File: src/rtl/effect_change_sequencer.sv
// Debounces the DIP-switch effect word and sequences pop-free effect changes:
// ramp gain to mute, swap effect_sel, settle, then ramp gain back to unity.
module effect_change_sequencer #(
  parameter int unsigned DEBOUNCE_CYCLES = 1000000,
  parameter int unsigned GAIN_W          = 16,
  parameter int unsigned RAMP_STEP       = 1024,
  parameter int unsigned SETTLE_SAMPLES  = 32
) (
  input  logic              sys_clk,
  input  logic              reset,
  input  logic [3:0]        ds_in,
  input  logic              sample_tick,
  output logic [3:0]        effect_sel,
  output logic [GAIN_W-1:0] gain,
  output logic              busy,
  output logic              sel_changed
);

  localparam int unsigned SEL_W = 4;
  localparam int unsigned DB_W  = (DEBOUNCE_CYCLES > 1) ? $clog2(DEBOUNCE_CYCLES) : 1;
  localparam int unsigned ST_W  = $clog2(SETTLE_SAMPLES + 1);

  localparam logic [GAIN_W-1:0] GMAX    = '1;
  localparam logic [GAIN_W-1:0] STEP    = GAIN_W'(RAMP_STEP);
  localparam logic [DB_W-1:0]   DB_LAST = DB_W'(DEBOUNCE_CYCLES - 1);
  localparam logic [ST_W-1:0]   ST_LAST = ST_W'(SETTLE_SAMPLES - 1);
  localparam logic [ST_W-1:0]   ST_DONE = ST_W'(SETTLE_SAMPLES);

  typedef enum logic [1:0] {
    IDLE      = 2'd0,
    RAMP_DOWN = 2'd1,
    SETTLE    = 2'd2,
    RAMP_UP   = 2'd3
  } state_t;

  logic [SEL_W-1:0]  candidate_q;
  logic [SEL_W-1:0]  stable_q;
  logic [DB_W-1:0]   db_cnt_q;

  state_t            state_q, state_d;
  logic [GAIN_W-1:0] gain_d;
  logic [SEL_W-1:0]  sel_d;
  logic [ST_W-1:0]   settle_q, settle_d;
  logic              sel_changed_d;
  logic              busy_d;
  logic [GAIN_W-1:0] gain_dn_c;
  logic [GAIN_W-1:0] gain_up_c;

  // Debounce: any change of ds_in restarts the stability count.
  always_ff @(posedge sys_clk) begin
    if (reset) begin
      candidate_q <= '0;
      stable_q    <= '0;
      db_cnt_q    <= '0;
    end else if (ds_in != candidate_q) begin
      candidate_q <= ds_in;
      db_cnt_q    <= '0;
    end else if (db_cnt_q == DB_LAST) begin
      stable_q    <= candidate_q;
    end else begin
      db_cnt_q    <= db_cnt_q + DB_W'(1);
    end
  end

  // Saturating ramp steps; never wrap past mute or unity.
  always_comb begin
    gain_dn_c = (gain <= STEP) ? '0 : gain - STEP;
    gain_up_c = ((GMAX - gain) <= STEP) ? GMAX : gain + STEP;
  end

  always_ff @(posedge sys_clk) begin
    if (reset) begin
      state_q     <= RAMP_UP;
      gain        <= '0;
      effect_sel  <= '0;
      settle_q    <= '0;
      sel_changed <= 1'b0;
      busy        <= 1'b1;
    end else begin
      state_q     <= state_d;
      gain        <= gain_d;
      effect_sel  <= sel_d;
      settle_q    <= settle_d;
      sel_changed <= sel_changed_d;
      busy        <= busy_d;
    end
  end

  // A switch mismatch reverses a ramp before any tick in the same cycle is used.
  always_comb begin
    state_d       = state_q;
    gain_d        = gain;
    sel_d         = effect_sel;
    settle_d      = settle_q;
    sel_changed_d = 1'b0;

    case (state_q)
      IDLE: begin
        if (stable_q != effect_sel) state_d = RAMP_DOWN;
      end
      RAMP_DOWN: begin
        if (stable_q == effect_sel) begin
          state_d = RAMP_UP;
        end else if (sample_tick) begin
          gain_d = gain_dn_c;
          if (gain_dn_c == '0) begin
            sel_d         = stable_q;
            sel_changed_d = 1'b1;
            settle_d      = '0;
            state_d       = SETTLE;
          end
        end
      end
      SETTLE: begin
        gain_d = '0;
        if (sample_tick) begin
          if (settle_q == ST_LAST) begin
            settle_d = ST_DONE;
            state_d  = RAMP_UP;
          end else begin
            settle_d = settle_q + ST_W'(1);
          end
        end
      end
      RAMP_UP: begin
        if (stable_q != effect_sel) begin
          state_d = RAMP_DOWN;
        end else if (sample_tick) begin
          gain_d = gain_up_c;
          if (gain_up_c == GMAX) state_d = IDLE;
        end
      end
      default: state_d = RAMP_UP;
    endcase

    busy_d = (state_d != IDLE);
  end

endmodule

File: config.mk
export PLATFORM = sky130hd
export DESIGN_NAME = effect_change_sequencer
export DESIGN_NICKNAME = d
export VERILOG_FILES = /design/src/rtl/effect_change_sequencer.sv
export SDC_FILE = /design/constraint.sdc
export NUM_CORES = 1
export LEC_CHECK = 0
export CORE_UTILIZATION = 55
export CTS_CLUSTER_DIAMETER = 80
export CTS_CLUSTER_SIZE = 30
export DETAILED_ROUTE_END_ITERATION = 8
export PLACE_DENSITY_LB_ADDON = 0.15
export SYNTH_ARGS = -nofsm -noshare
export SYNTH_HDL_FRONTEND = slang
export SYNTH_SLANG_ARGS = --single-unit
File: constraint.sdc
create_clock -name sys_clk -period 2.49 [get_ports sys_clk]
set_input_delay 0.249 -clock sys_clk [delete_from_list [all_inputs] [get_ports sys_clk]]
set_output_delay 0.249 -clock sys_clk [all_outputs]
set_load 0.02 [all_outputs]
==> run metrics, run 1 <==
core area 5642 µm²; clk_lat worst skew 340 ps; Mapped Cells 373; final non-filler cell total 484; clock tree buffer depth 2; register area share after synthesis 0.3542; status finished, final reports clean; CP required 2720 ps; Die H 79.20 µm; initial antenna violation count 0; critical path type reg -> reg; final setup margin 194.5 ps; Lkg Pwr 1.342 nW; final hold vios 0; syn nets 386; DIE AREA 6273 µm²; yosys warns 0; crit-path max cell delay 480 ps; TritonCTS clock tree built; CP Launch Type flip-flop; # H-tree levels 3; number of synthesized register bits 58; fmax 435.6 MHz; Antenna Nets Post-Route 0; vias in the first global route 2711; Cell Chain, Critical Path inv_1 -> ha_1 -> xor2_1 -> nor3_1 -> nand4_1 -> o21a_1 -> o311a_1; hold depth 2; GR Overflow Total 0; Tmin final 2296 ps; Post-synth EDFFs 0; starting density of the core 0.5811; Reg clk slew, reported paths 70 ps; nets 420; critical path arrival 2520 ps; # DRC 0; post-synthesis cell type count 71; commonest non-fill, non-tap cells in the layout dfxtp_1, nor2_1, nand2_1, clkdlybuf4s50_1; DRT Wirelength 7.625 mm; dpl ws 249.6 ps; vias per cell 6.103; 1st-pass router iterations 4; Worst Hold Class reg -> reg; CP Depth 7; R2R depth 7; I/O Buffers 28; pin count of the biggest net entering global routing 21; Die X 79.20 µm; mapped cell area 3278 µm²; FFs w/ async S/R, synth 0; row count 27; Buf+Inv Stages, Crit Path 1; CTS Buf Count 9; crit share post-route 0.9219; Clock Sinks 58; Root Buffer clkbuf_8; area grow syn2layout 17.25%; Setup violations, final 0; Cell Area, Placed 3649 µm²; Antenna diodes 0; Crit-path slowest cell dfxtp_1; initial DRC count 112; max-cap violations 0; pwr/cell area 512.5 nW/µm²; commonest non-fill, non-tap cell in the layout dfxtp_1; dpl cells 468; HPWL Detailed 5.423 mm; slew margin rel. 0.4862; CP top delay family compound AO/OA/AOI/OAI gates; Hold Buf Count CTS 0; crit-path max FO 9; total track usage 0.2598; CP endpoint kind flip-flop; final instance area 3844 µm²; RSZ-0062 raised after global routing no; post-CTS sizing 0; Final Power 1.970 mW; Tightest Pin Transition 770.7 ps; share of layout cells above drive strength 1 0.1117; setup TNS 0 ps; io pins 29; Mean Syn Cell Area 8.789 µm²; Final GP Congestion 0.9101; setup bufs post-CTS 0; global-route wire length before repair 12.72 mm; DR WL/cell 15.75 µm; Setup Skew 10.16 ps; VDD IR-drop max 474.4 µV; DR vias 2954; Slew Viols, Final 0; Top FF cell, synth dfxtp_1
layer usage:
| metal | part of all wire | global-route usage | up-vias |
|---|---|---|---|
| met5 | 0 | 0 | - |
| met2 | 0.47 | 0.4172 | 81 |
| li1 | - | - | 1468 |
| met4 | 0.015 | 0.08909 | 0 |
| met1 | 0.46 | 0.3322 | 1391 |
| met3 | 0.056 | 0.07356 | 14 |
worst min-delay path: cells and delay by family (launching register included):
| kind | cells | cell delay [ps] |
|---|---|---|
| AOI/OAI and AO/OA | 2 | 110 |
| DFF | 1 | 320 |
state kept, by name (all words and copies together) (netlist names):
signal,count
settle_q,6
stable_q,4
state_q,2
effect_sel,4
gain,16
db_cnt_q,20
busy,1
sel_changed,1
candidate_q,4
through the flow:
step | hold slack [ps] | utilization
after floorplan | 377.2 | -
after global placement | 463.1 | 0.6467
after detailed placement | 476.4 | 0.6467
after CTS | 488.4 | 0.6813
after global routing | 515.6 | 0.6813
final | 481.9 | 0.6813
layout make-up:
class | instances | area [µm²]
sequential | 58 | 1161
timing repair buffer | 38 | 355.3
inverter | 10 | 37.54
clock buffer | 11 | 141.4
tap | 72 | 90.09
clock inverter | 5 | 53.80
multi-input combinational | 290 | 2004
fill | 471 | 1798
cell usage after synthesis, types with 8 or more instances:
| library cell | instances | area, µm² |
|---|---|---|
| nand3_1 | 15 | 75.07 |
| nor3_1 | 14 | 70.07 |
| nor2b_1 | 8 | 50.05 |
| a21o_1 | 15 | 112.6 |
| o21ai_0 | 15 | 75.07 |
| a21oi_1 | 13 | 65.06 |
| inv_1 | 9 | 33.78 |
| mux2i_1 | 10 | 100.1 |
| nor2_1 | 32 | 120.1 |
| nand2_1 | 28 | 105.1 |
| dfxtp_1 | 58 | 1161 |
| nor4_1 | 8 | 50.05 |
| nand4_1 | 11 | 68.82 |
| xnor2_1 | 14 | 122.6 |
worst paths after layout:
check                                 start     endpoint  slack [ps]
worst max-delay path               gain[11]  settle_q[5]         190
worst min-delay path            db_cnt_q[5]  db_cnt_q[5]         480
worst max register to register     gain[11]  settle_q[5]         190
worst min register to register  db_cnt_q[5]  db_cnt_q[5]         480
kinds of logic after synthesis:
logic type	count (synthesis)	synth area share
and+or+nand+nor	161	0.2805
DFF	58	0.3542
AOI/OAI and AO/OA	90	0.2115
adders and majority gates	6	0.02290
muxes	10	0.03054
buffers and inverters	25	0.03435
xor gates and xnor gates	23	0.06603
where the power goes:
part | internal (mW) | switching (mW) | leakage [nW]
clock network | 0.486 | 0.383 | 0.103
logic | 0.0629 | 0.0897 | 0.770
registers | 0.936 | 0.0124 | 0.469
Note: power is estimated with default switching activity, not from simulation.
==> inputs of run 2 (changes only) <==
--- a/config.mk
+++ b/config.mk
@@ -10,6 +10,7 @@
 export CTS_CLUSTER_SIZE = 30
 export DETAILED_ROUTE_END_ITERATION = 8
 export PLACE_DENSITY_LB_ADDON = 0.15
+export SKIP_CTS_REPAIR_TIMING = 1
 export SYNTH_ARGS = -nofsm -noshare
 export SYNTH_HDL_FRONTEND = slang
 export SYNTH_SLANG_ARGS = --single-unit
==> results of run 2 <==
The final DEF is identical to that of run 1; final timing and power are the same.
==> inputs of run 3 (changes only) <==
==> constraint.sdc (replaced) <==
create_clock -name sys_clk -period 2.49 [get_ports sys_clk]
set_input_delay 0.3735 -clock sys_clk [delete_from_list [all_inputs] [get_ports sys_clk]]
set_output_delay 0.3735 -clock sys_clk [all_outputs]
set_load 0.02 [all_outputs]
==> run 3 against run 2 <==
  * Via count grew 2.2%
  * Sequential share of layout area down 0.23 points
  * Clock skew down 0.98 ps
  * Die area stayed put
  * Combinational power grew 5%
  * Register-to-register slack about the same
  * Sequential power about the same
  * Critical path type unchanged
  * Maximum frequency about the same
  * Largest power group unchanged
  * Non-clock buffer count grew 2
==> run metrics, run 3 (synthesized netlist as in run 1, its figures left out) <==
CTS Buf Count 9 (unchanged); final core occ 0.6866 (+0.005323); Cell Chain, Critical Path inv_1 -> ha_1 -> xor2_1 -> nor3_1 -> nand4_1 -> o21a_1 -> o311a_1; crit-path max cell delay 470 ps (about the same); most flop-heavy register db_cnt_q; nets 422 (+0.48%); dpl ws 206.4 ps (-43.14 ps); CP top delay family compound AO/OA/AOI/OAI gates; max reg flops 20 (unchanged); final non-filler cell total 486 (+0.41%); pin count of the biggest net entering global routing 16 (-24%); Reg clk slew, reported paths 70 ps (about the same); clock tree buffer depth 2 (unchanged); Root Buffer clkbuf_8; # DRC 0 (unchanged); vias in the first global route 2882 (+6.3%); Regs by FF count db_cnt_q x20, gain x16, settle_q x6; Die X 79.20 µm (unchanged); global-route wire length before repair 13.12 mm (+3.1%); max-cap violations 0 (unchanged); final setup margin 193.9 ps (-0.5660 ps); total track usage 0.2669 (+0.007075); Worst R2R Setup Slack 190 ps (about the same); area grow syn2layout 18.17%; Antenna diodes 0 (unchanged); VDD IR-drop max 374.2 µV (-21%); commonest non-fill, non-tap cell in the layout dfxtp_1; slew margin rel. 0.5443 (+0.05807); Buf+Inv Stages, Crit Path 1 (unchanged); Setup violations, final 0 (unchanged); share of layout cells above drive strength 1 0.1184 (+0.006707); critical path arrival 2530 ps (about the same); CP required 2720 ps (about the same); row count 27 (unchanged); Worst Hold Class reg -> reg; Crit-path slowest cell dfxtp_1; pwr/cell area 514.9 nW/µm² (+0.47%); fmax 435.5 MHz (about the same); DRT Wirelength 7.788 mm (+2.1%); core area 5642 µm² (unchanged); CP Launch Type flip-flop; Cell Area, Placed 3664 µm² (+0.41%); starting density of the core 0.5811 (unchanged); TritonCTS clock tree built; Antenna Nets Post-Route 0 (unchanged); DR vias 3019 (+2.2%); 1st-pass router iterations 4 (unchanged); vias per cell 6.212 (+1.8%); Tightest Pin Transition 677.8 ps (-92.90 ps); Setup Skew 9.174 ps (-0.9838 ps); dpl cells 470 (+0.43%); initial DRC count 122 (+8.9%); Die H 79.20 µm (unchanged); status finished, final reports clean; initial antenna violation count 0 (unchanged); CP endpoint kind flip-flop; Final GP Congestion 0.9259 (+1.7%); Tmin final 2296 ps (+0.5660 ps); Clock Sinks 58 (unchanged); io pins 29 (unchanged); DIE AREA 6273 µm² (unchanged); final instance area 3874 µm² (+0.78%); DR WL/cell 16.02 µm (+1.7%); clk_lat worst skew 340 ps (about the same); critical path type reg -> reg; HPWL Detailed 5.504 mm (+1.5%); Slew Viols, Final 0 (unchanged); commonest non-fill, non-tap cells in the layout dfxtp_1, nor2_1, nand2_1, clkdlybuf4s50_1; crit-path max FO 9 (unchanged); final hold vios 0 (unchanged); I/O Buffers 28 (unchanged); Lkg Pwr 1.351 nW (+0.67%); crit share post-route 0.9221 (about the same); # H-tree levels 3 (unchanged); GR Overflow Total 0 (unchanged)
run 3: worst reg2reg max path: stages, from the launching register on:
cell     delay (ps)
dfxtp_1         470
inv_1           130
ha_1            300
xor2_1          180
nor3_1          180
nand4_1         310
o21a_1          290
o311a_1         320
run 3: area by class of cell:
type                            count  area, µm²
Clock inverter                      6      65.06
Timing Repair Buffer               40      370.4
Inverter                           10      37.54
Sequential cell                    58       1161
Fill cell                         457       1768
Clock buffer                       10      137.6
Multi-Input combinational cell    290       2012
Tap cell                           72      90.09
run 3: worst paths after layout:
path,start,to,depth (start not counted)
worst min register to register,effect_sel[1],effect_sel[1],2
worst max-delay path,gain[11],settle_q[5],7
worst min-delay path,effect_sel[1],effect_sel[1],2
worst max register to register,gain[11],settle_q[5],7
run 3: through the flow:
stage / setup TNS, ps / hold slack, ps / power [mW]
after floorplan: 0 / 448.4 / 1.072
after detailed placement: 0 / 484.6 / 1.123
after global routing: -6.375 / 531.0 / 2.079
after CTS: 0 / 492.9 / 2.002
after global placement: 0 / 463.0 / 1.121
final: 0 / 492.9 / 1.995
run 3: routing by layer:
layer / global-route usage / routed length (µm) / vias to the layer above
met3: 0.07931 / 464 / 22
met2: 0.4362 / 3665 / 91
met5: 0 / 0 / -
li1: - / - / 1479
met1: 0.3201 / 3449 / 1427
met4: 0.1236 / 207 / 0
run 3: where the power goes:
group	internal [mW]	switching, mW	leakage, nW
Sequential	0.935	0.0124	0.469
Clock	0.490	0.395	0.103
Combinational	0.0661	0.0950	0.780
